**src/rtl/fan_mon_pkg.sv**
```systemverilog
// Shared definitions for the fan monitor and the fan status LED logic:
// FSM encoding, default clocking constants and the fan-fail polarity.
package fan_mon_pkg;

  localparam logic [0:0] ST_INIT = 1'b0;
  localparam logic [0:0] ST_RUN  = 1'b1;

  localparam int SLOWCLK_HZ = 32768;
  localparam int STROBE_DIV = 512;

  localparam logic FAN_FAIL_ACTIVE = 1'b1;

  // Width needed to hold 0..n-1, never less than one bit.
  function automatic int cnt_width(input int n);
    return (n > 1) ? $clog2(n) : 1;
  endfunction

endpackage

```
**src/rtl/fan_tach_channel.sv**
```systemverilog
// One tach input: synchronizer, rising-edge detector, saturating pulse
// counter, per-window count latch and consecutive-low-window fail tracking.
module fan_tach_channel
  import fan_mon_pkg::*;
#(
  parameter int CNT_W        = 8,
  parameter int MIN_PULSES   = 8,
  parameter int FAIL_WINDOWS = 2
) (
  input  logic             clk,
  input  logic             rst,
  input  logic             tach_in,
  input  logic             present,
  input  logic             window_end,
  input  logic             run,
  output logic [CNT_W-1:0] tach_count,
  output logic             fail,
  output logic             fail_next
);

  localparam int               LOW_W   = cnt_width(FAIL_WINDOWS + 1);
  localparam logic [LOW_W-1:0] LOW_MAX = LOW_W'(FAIL_WINDOWS);
  localparam logic [CNT_W-1:0] CNT_MIN = CNT_W'(MIN_PULSES);
  localparam logic [CNT_W-1:0] CNT_SAT = '1;

  logic             meta_q, meta_d;
  logic             sync_q, sync_d;
  logic             sync_dly_q, sync_dly_d;
  logic [CNT_W-1:0] cnt_q, cnt_d;
  logic [CNT_W-1:0] tach_count_q, tach_count_d;
  logic [LOW_W-1:0] low_cnt_q, low_cnt_d;
  logic             fail_q, fail_d;
  logic             rise;

  always_comb begin
    meta_d       = tach_in;
    sync_d       = meta_q;
    sync_dly_d   = sync_q;
    rise         = sync_q & ~sync_dly_q;
    cnt_d        = cnt_q;
    tach_count_d = tach_count_q;
    low_cnt_d    = low_cnt_q;
    fail_d       = fail_q;
    if (window_end) begin
      // An edge seen on the window-end cycle opens the new window's count.
      cnt_d        = CNT_W'(rise);
      tach_count_d = cnt_q;
      if (run) begin
        if (!present) begin
          low_cnt_d = '0;
        end else if (cnt_q < CNT_MIN) begin
          low_cnt_d = (low_cnt_q == LOW_MAX) ? LOW_MAX : low_cnt_q + LOW_W'(1);
        end else begin
          low_cnt_d = '0;
        end
        fail_d = present && (low_cnt_d == LOW_MAX);
      end
    end else if (rise && (cnt_q != CNT_SAT)) begin
      cnt_d = cnt_q + CNT_W'(1);
    end
  end

  always_ff @(posedge clk or posedge rst) begin
    if (rst) begin
      meta_q       <= 1'b0;
      sync_q       <= 1'b0;
      sync_dly_q   <= 1'b0;
      cnt_q        <= '0;
      tach_count_q <= '0;
      low_cnt_q    <= '0;
      fail_q       <= 1'b0;
    end else begin
      meta_q       <= meta_d;
      sync_q       <= sync_d;
      sync_dly_q   <= sync_dly_d;
      cnt_q        <= cnt_d;
      tach_count_q <= tach_count_d;
      low_cnt_q    <= low_cnt_d;
      fail_q       <= fail_d;
    end
  end

  assign tach_count = tach_count_q;
  assign fail       = fail_q;
  assign fail_next  = fail_d;

endmodule

```
**src/rtl/fan_tach_monitor.sv**
```systemverilog
// Fan tach monitor top: Strobe16ms prescaler, measurement window counter,
// INIT/RUN spin-up FSM and the registered Beep fan-fail output.
module fan_tach_monitor
  import fan_mon_pkg::*;
#(
  parameter int NUM_FANS       = 4,
  parameter int STROBE_DIV     = fan_mon_pkg::STROBE_DIV,
  parameter int WINDOW_STROBES = 64,
  parameter int MIN_PULSES     = 8,
  parameter int FAIL_WINDOWS   = 2,
  parameter int CNT_W          = 8
) (
  input  logic                      SlowClock,
  input  logic                      Reset,
  input  logic [NUM_FANS-1:0]       FanTach,
  input  logic [NUM_FANS-1:0]       FanPresentMask,
  output logic                      Strobe16ms,
  output logic                      WindowDone,
  output logic [NUM_FANS*CNT_W-1:0] TachCount,
  output logic [NUM_FANS-1:0]       FanFailVec,
  output logic                      Beep
);

  localparam int                 PRESC_W    = cnt_width(STROBE_DIV);
  localparam int                 WIN_W      = cnt_width(WINDOW_STROBES);
  localparam logic [PRESC_W-1:0] PRESC_LAST = PRESC_W'(STROBE_DIV - 1);
  localparam logic [WIN_W-1:0]   WIN_LAST   = WIN_W'(WINDOW_STROBES - 1);

  logic [PRESC_W-1:0]  presc_q, presc_d;
  logic                strobe_q, strobe_d;
  logic [WIN_W-1:0]    win_q, win_d;
  logic [0:0]          state_q, state_d;
  logic                beep_q, beep_d;
  logic                window_end;
  logic                run;
  logic [NUM_FANS-1:0] fail_next;

  always_comb begin
    presc_d    = (presc_q == PRESC_LAST) ? '0 : presc_q + PRESC_W'(1);
    strobe_d   = (presc_q == PRESC_LAST);
    window_end = strobe_q && (win_q == WIN_LAST);
    win_d      = win_q;
    if (strobe_q) begin
      win_d = (win_q == WIN_LAST) ? '0 : win_q + WIN_W'(1);
    end
    // The first window after reset is spin-up; fail tracking starts in RUN.
    state_d = state_q;
    if ((state_q == ST_INIT) && window_end) begin
      state_d = ST_RUN;
    end
    run = (state_q == ST_RUN);
  end

  always_comb begin
    beep_d = beep_q;
    if (window_end) begin
      beep_d = (|(fail_next & FanPresentMask)) ? FAN_FAIL_ACTIVE : ~FAN_FAIL_ACTIVE;
    end
  end

  always_ff @(posedge SlowClock or posedge Reset) begin
    if (Reset) begin
      presc_q  <= '0;
      strobe_q <= 1'b0;
      win_q    <= '0;
      state_q  <= ST_INIT;
      beep_q   <= 1'b0;
    end else begin
      presc_q  <= presc_d;
      strobe_q <= strobe_d;
      win_q    <= win_d;
      state_q  <= state_d;
      beep_q   <= beep_d;
    end
  end

  for (genvar i = 0; i < NUM_FANS; i++) begin : g_ch
    fan_tach_channel #(
      .CNT_W        (CNT_W),
      .MIN_PULSES   (MIN_PULSES),
      .FAIL_WINDOWS (FAIL_WINDOWS)
    ) u_ch (
      .clk        (SlowClock),
      .rst        (Reset),
      .tach_in    (FanTach[i]),
      .present    (FanPresentMask[i]),
      .window_end (window_end),
      .run        (run),
      .tach_count (TachCount[i*CNT_W +: CNT_W]),
      .fail       (FanFailVec[i]),
      .fail_next  (fail_next[i])
    );
  end

  assign Strobe16ms = strobe_q;
  assign WindowDone = window_end;
  assign Beep       = beep_q;

endmodule
```
**config.mk**
```make
export PLATFORM = sky130hd
export DESIGN_NAME = fan_tach_monitor
export DESIGN_NICKNAME = d
export VERILOG_FILES = /design/src/rtl/fan_mon_pkg.sv /design/src/rtl/fan_tach_channel.sv /design/src/rtl/fan_tach_monitor.sv
export SDC_FILE = /design/constraint.sdc
export NUM_CORES = 1
export LEC_CHECK = 0
export ABC_AREA = 1
export CAP_MARGIN = 20
export CORE_MARGIN = 3
export CORE_UTILIZATION = 65
export CTS_BUF_LIST = sky130_fd_sc_hd__clkbuf_8
export CTS_CLUSTER_DIAMETER = 30
export CTS_CLUSTER_SIZE = 14
export DETAILED_ROUTE_END_ITERATION = 12
export DONT_BUFFER_PORTS = 1
export PLACE_DENSITY = 0.81
export REMOVE_ABC_BUFFERS = 1
export SLEW_MARGIN = 40
export SYNTH_ARGS = -nofsm -noshare
export SYNTH_HDL_FRONTEND = slang
export SYNTH_SLANG_ARGS = --single-unit
```
**constraint.sdc**
```tcl
create_clock -name SlowClock -period 3.5 [get_ports SlowClock]
set_input_delay 0 -clock SlowClock [delete_from_list [all_inputs] [get_ports SlowClock]]
set_output_delay 0 -clock SlowClock [all_outputs]
set_load 0.005 [all_outputs]
```
==> impl_metrics.toml, run 1 <==
[pwr]
peakVddDrop_v = 0.000325
total_power_mw = 2.49
p_leak_nw = 2.45
power_per_cell_area_nw_per_um2 = 490

[clock_network]
cts_buffers = 9
worstSkewPairLatency_ns = 0.37
post_cts_buffers = 0
cts-root-buf = "clkbuf_8"
htreeDepth = 3
clk_pin_slew_worst_paths_ns = 0.11
cts_tree = "built"
cts_num_sinks = 106
clockBufferDepth = 2

[yosys]
yosysUniqueCellTypes = 35
synth_cells = 523
syn_avg_cell_area_um2 = 9.09
async_flop_share_pct = 100
netlist_area_um2 = 4750
yosysMostFrequentCell = "nand2_1"
synth_largest_area_cell = "dfrtp_1"
yosys-top-cells-count = "nand2_1, dfrtp_1, inv_1, o21ai_0, nand3_1"
yosysSeqAreaShare_pct = 55.8
ys_warn_count = 0
synth_area_leaders = "dfrtp_1, nand2_1, o21ai_0"
synth_edf_count = 0
synth.top_cell.area_share_pct = 55.8
synthFlopType = "dfrtp_1"
ys_ff_latch = 106

[worst_setup_path]
critical_path_class = "reg -> reg"
cp.arrival_ns = 2.97
crit_path_start_kind = "flip-flop"
worstSetupEndpointType = "flip-flop"
r2r_setup_slack_ns = 0.78
worstPathRequired_ns = 3.75
crit_fanout = 45

[placement]
port_buffers = 0
place_congestion = 0.834
hpwl_um = 6050
dp_cells = 603

[final_layout]
fin_util_pct = 73.2
areaGrowthSynthToFinish_pct = 6.92
layout-drive-gt1-share_pct = 5.63
num_antenna_cells = 0
fin_nets = 549
instances_no_fill = 629

[global_route]
grt_pass1_vias = 3505
antenna_found_initial = 0
overflow = 0
grt_pass1_wl_um = 15500
grt_max_degree = 79
grt_use_met3_pct = 5.47
grt_use_met1_pct = 27.6
grt-busiest-layer = "met2"
track_usage_pct = 22.9
grt_util_met2_pct = 40.4

[worst_hold_path]
hold_path_class = "in -> reg"

[sta]
slew_viol_final = 0
worst_pin_slew_ns = 0.731
fmax_mhz = 368
hold_violations = 0
grt_setup_unrepaired = "false"
slew-limit-headroom_pct = 51.2
fin_crit_ns = 2.72
fin_worst_skew_ns = 0.0147
finalSetupTns_ns = 0
setup_violations = 0
finalCritPeriodShare_pct = 77.6

[route]
wirelength_um = 8830
vias = 3482
drc = 0
dr.pass1.iters = 5
drt_iter0_drc = 168
ant_nets = 0
post_drt_wl_per_cell_um = 14.0
viasPerCell = 5.54

[floorplanning]
coreArea_um2 = 6940
chipHeight_um = 91.5
start_util_pct = 68.5
placement_rows = 30
design.die.area_um2 = 8380
boundaryPins = 49
die_w_um = 91.5

[run]
drv_cap = 0

[outcome]
status = "completed"
==> where the power goes <==
group	leakage, nW	switching, mW	internal, mW
logic	1.02	0.205	0.110
registers	1.34	0.0905	1.32
clock network	0.0945	0.411	0.350
total	2.45	0.706	1.78
==> area by class of cell <==
class                      instances  area (um^2)
clock buffer                      10          138
clock inverter                     6         66.3
multi-input combinational        330         1730
inverter                          69          264
sequential                       106         2650
tap                               96          120
fill                             528         1860
timing repair buffer              12          115
==> worst paths after layout <==
path,start,to,depth (start not counted)
setup reg to reg,win_q[1],Beep,11
max in group asynchronous,Reset,g_ch[2].u_ch.tach_count[6],3
hold / removal,FanTach[3],g_ch[3].u_ch.meta_q,1
hold reg to reg,g_ch[0].u_ch.meta_q,g_ch[0].u_ch.sync_dly_d,0
min in group asynchronous,Reset,g_ch[3].u_ch.cnt_q[6],2
setup / recovery,win_q[1],Beep,11
==> worst max-delay path, stage by stage (launching register included) <==
cell	delay [ns]
dfrtp_1	0.39
ha_1	0.20
nand2_2	0.08
nor2_4	0.15
nand3_4	0.39
nor2_8	0.42
nand2_1	0.12
nand3_1	0.10
nand2_1	0.05
dlygate4sd3_1	0.54
nor2_1	0.08
a21oi_1	0.06
==> placed cells by master (no fill, tap or decap), drive strengths merged, types with 11 or more instances in the layout <==
cell and count:
nand2 109, a21oi 18, nand3 36, o21ai 69, nor2 31, ha 11
dfrtp 106, nand4 14, inv 69, nor3 13
==> flip-flops by register name, summed over array words and instances (netlist names) <==
| name | count |
|---|---|
| g_ch.u_ch.tach_count | 32 |
| g_ch.u_ch.fail | 4 |
| g_ch.u_ch.cnt_q | 32 |
| presc_q | 9 |
| g_ch.u_ch.sync_dly_q | 4 |
| run | 1 |
| Strobe16ms | 1 |
| g_ch.u_ch.low_cnt_q | 8 |
| g_ch.u_ch.meta_q | 4 |
| win_q | 6 |
| g_ch.u_ch.sync_dly_d | 4 |
| Beep | 1 |
==> per-stage QoR <==
| step | setup WS [ns] | instance area, um^2 | hold WS, ns |
|---|---|---|---|
| after floorplan | 0.711 | 4640 | 0.0314 |
| after global placement | 1.21 | 4780 | 0.0315 |
| after detailed placement | 1.07 | 4780 | 0.0246 |
| after CTS | 0.758 | 5080 | 0.163 |
| after global routing | 0.478 | 5080 | 0.174 |
| final | 0.784 | 5080 | 0.170 |
==> layer usage <==
| metal | vias to the layer above | routed length, um |
|---|---|---|
| met2 | 71 | 4520 |
| li1 | 1718 | - |
| met1 | 1677 | 3750 |
| met5 | - | 0 |
| met3 | 16 | 429 |
| met4 | 0 | 127 |
==> kinds of logic (layout without fill, tap and decap cells) <==
logic type	after synthesis	in the layout	share of synthesized area [%]
and+or+nand+nor	209	209	19.9
adders and majority gates	11	11	2.90
buffers and inverters	87	97	7.87
DFF	106	106	55.8
AOI/OAI and AO/OA	100	100	11.7
xor gates and xnor gates	10	10	1.84
==> what timing repair did <==
action                    4_1_cts  5_1_grt
resized for setup               0        0
hold buffers                   10        0
hold endpoints to repair       94        0
(Power assumes the default switching activity.)
==> inputs of run 2 (changes only) <==
==> constraint.sdc (replaced) <==
create_clock -name SlowClock -period 2.8 [get_ports SlowClock]
set_input_delay 0 -clock SlowClock [delete_from_list [all_inputs] [get_ports SlowClock]]
set_output_delay 0 -clock SlowClock [all_outputs]
set_load 0.005 [all_outputs]
==> impl_metrics.toml, run 2 (same netlist as run 1, synthesis figures left out) <==
[outcome]
status = "completed"

[sta]
grt_setup_unrepaired = "false"
finalCritPeriodShare_pct = 82.1
fmax_mhz = 435
setup_violations = 0
finalSetupTns_ns = 0
worst_pin_slew_ns = 0.616
slew-limit-headroom_pct = 59.0
slew_viol_final = 0
fin_crit_ns = 2.30
fin_worst_skew_ns = 0.00685
hold_violations = 0

[pwr]
peakVddDrop_v = 0.000391
total_power_mw = 3.12
power_per_cell_area_nw_per_um2 = 611
p_leak_nw = 2.48

[route]
viasPerCell = 5.49
post_drt_wl_per_cell_um = 13.9
drt_iter0_drc = 156
wirelength_um = 8790
drc = 0
dr.pass1.iters = 5
vias = 3465
ant_nets = 0

[worst_setup_path]
worstSetupEndpointType = "flip-flop"
crit_path_start_kind = "flip-flop"
crit_fanout = 25
worstPathRequired_ns = 3.04
cp.arrival_ns = 2.54
critical_path_class = "reg -> reg"
r2r_setup_slack_ns = 0.50

[global_route]
grt_pass1_wl_um = 15600
grt_pass1_vias = 3434
antenna_found_initial = 0
overflow = 0
track_usage_pct = 22.9
grt_max_degree = 57

[worst_hold_path]
hold_path_class = "in -> reg"

[final_layout]
final_cell_area_um2 = 5110
final_cell_mix = "nand2_1, dfrtp_1, inv_1, o21ai_0, nand3_1"
layout-drive-gt1-share_pct = 5.79
areaGrowthSynthToFinish_pct = 7.48
layout_commonest_cell = "nand2_1"
fin_nets = 551
num_antenna_cells = 0

[placement]
hpwl_um = 6060
place_congestion = 0.877
port_buffers = 0
dpl_cell_area_um2 = 4800

[clock_network]
cts_buffers = 9
worstSkewPairLatency_ns = 0.36
cts-root-buf = "clkbuf_8"
clk_pin_slew_worst_paths_ns = 0.09
clockBufferDepth = 2
cts_tree = "built"
cts_num_sinks = 106
post_cts_buffers = 0
htreeDepth = 3

[floorplanning]
chipHeight_um = 91.5
coreArea_um2 = 6940
die_w_um = 91.5
design.die.area_um2 = 8380
start_util_pct = 68.5
placement_rows = 30
boundaryPins = 49

[run]
drv_cap = 0
==> run 2: changes by cell type in the layout (fill, tap and decap cells not counted) <==
cell        change
inv_6           -1
buf_12          +1
clkbuf_8        +1
inv_4           +1
inv_1           +1
clkinv_4        -1
clkinvlp_4      -1
buf_4           +1
==> run 2: area by class of cell <==
class                   instances  area (um^2)
clock buffers                  11          151
clock inverters                 5         53.8
fillers                       492         1840
inverters                      69          262
multi-input cells             330         1730
flip-flops and latches        106         2650
well taps                      96          120
repair buffers                 14          143
==> run 2: routing by layer <==
layer	up-vias	GRT usage [%]	wire length [um]
li1	1731	-	-
met2	88	38.1	4320
met4	0	9.80	153
met5	-	0	0
met3	15	4.14	456
met1	1631	29.5	3870
==> run 2: power breakdown <==
part	internal (mW)	switching [mW]	leakage, nW	total [mW]
Clock	0.458	0.487	0.103	0.944
Sequential	1.65	0.120	1.34	1.77
Combinational	0.139	0.264	1.03	0.403
==> run 2: path summary, 6_finish.rpt <==
path / start / cells past startpoint / endpoint
worst max-delay path: win_q[1] / 11 / Beep
worst min-delay path: FanTach[2] / 1 / g_ch[2].u_ch.meta_q
worst max register to register: win_q[1] / 11 / Beep
worst min register to register: g_ch[1].u_ch.meta_q / 0 / g_ch[1].u_ch.sync_dly_d
max in group asynchronous: Reset / 3 / g_ch[1].u_ch.cnt_q[0]
min in group asynchronous: Reset / 2 / g_ch[0].u_ch.cnt_q[1]
==> run 2: critical path, stage by stage, from the launching register on <==
cell and delay [ns]:
dfrtp_1 0.38, ha_1 0.19, nand2_2 0.07, nor2_4 0.14
nand3_4 0.13, nor2_8 0.31, nand2_1 0.10, nand3_1 0.08
nand2_1 0.06, dlygate4sd3_1 0.57, nor2_1 0.09, a21oi_1 0.06
==> run 2: through the flow <==
step / hold WS, ns / std cells / utilization, % / worst slack (ns)
2_1_floorplan: 0.0314 / 505 / - / 0.0111
3_3_place_gp: -0.00109 / 605 / 69.2 / 1.02
3_5_place_dp: 0.00292 / 605 / 69.2 / 0.950
4_1_cts: 0.174 / 631 / 73.6 / 0.484
5_1_grt: 0.183 / 631 / 73.6 / 0.304
6_report: 0.191 / 631 / 73.6 / 0.501
==> run 2: what timing repair did <==
item | CTS | global route
endpoints found under the setup margin | 0 | 0
hold buffers | 10 | 0
endpoints found under the hold margin | 67 | 0
resized for setup | 0 | 0
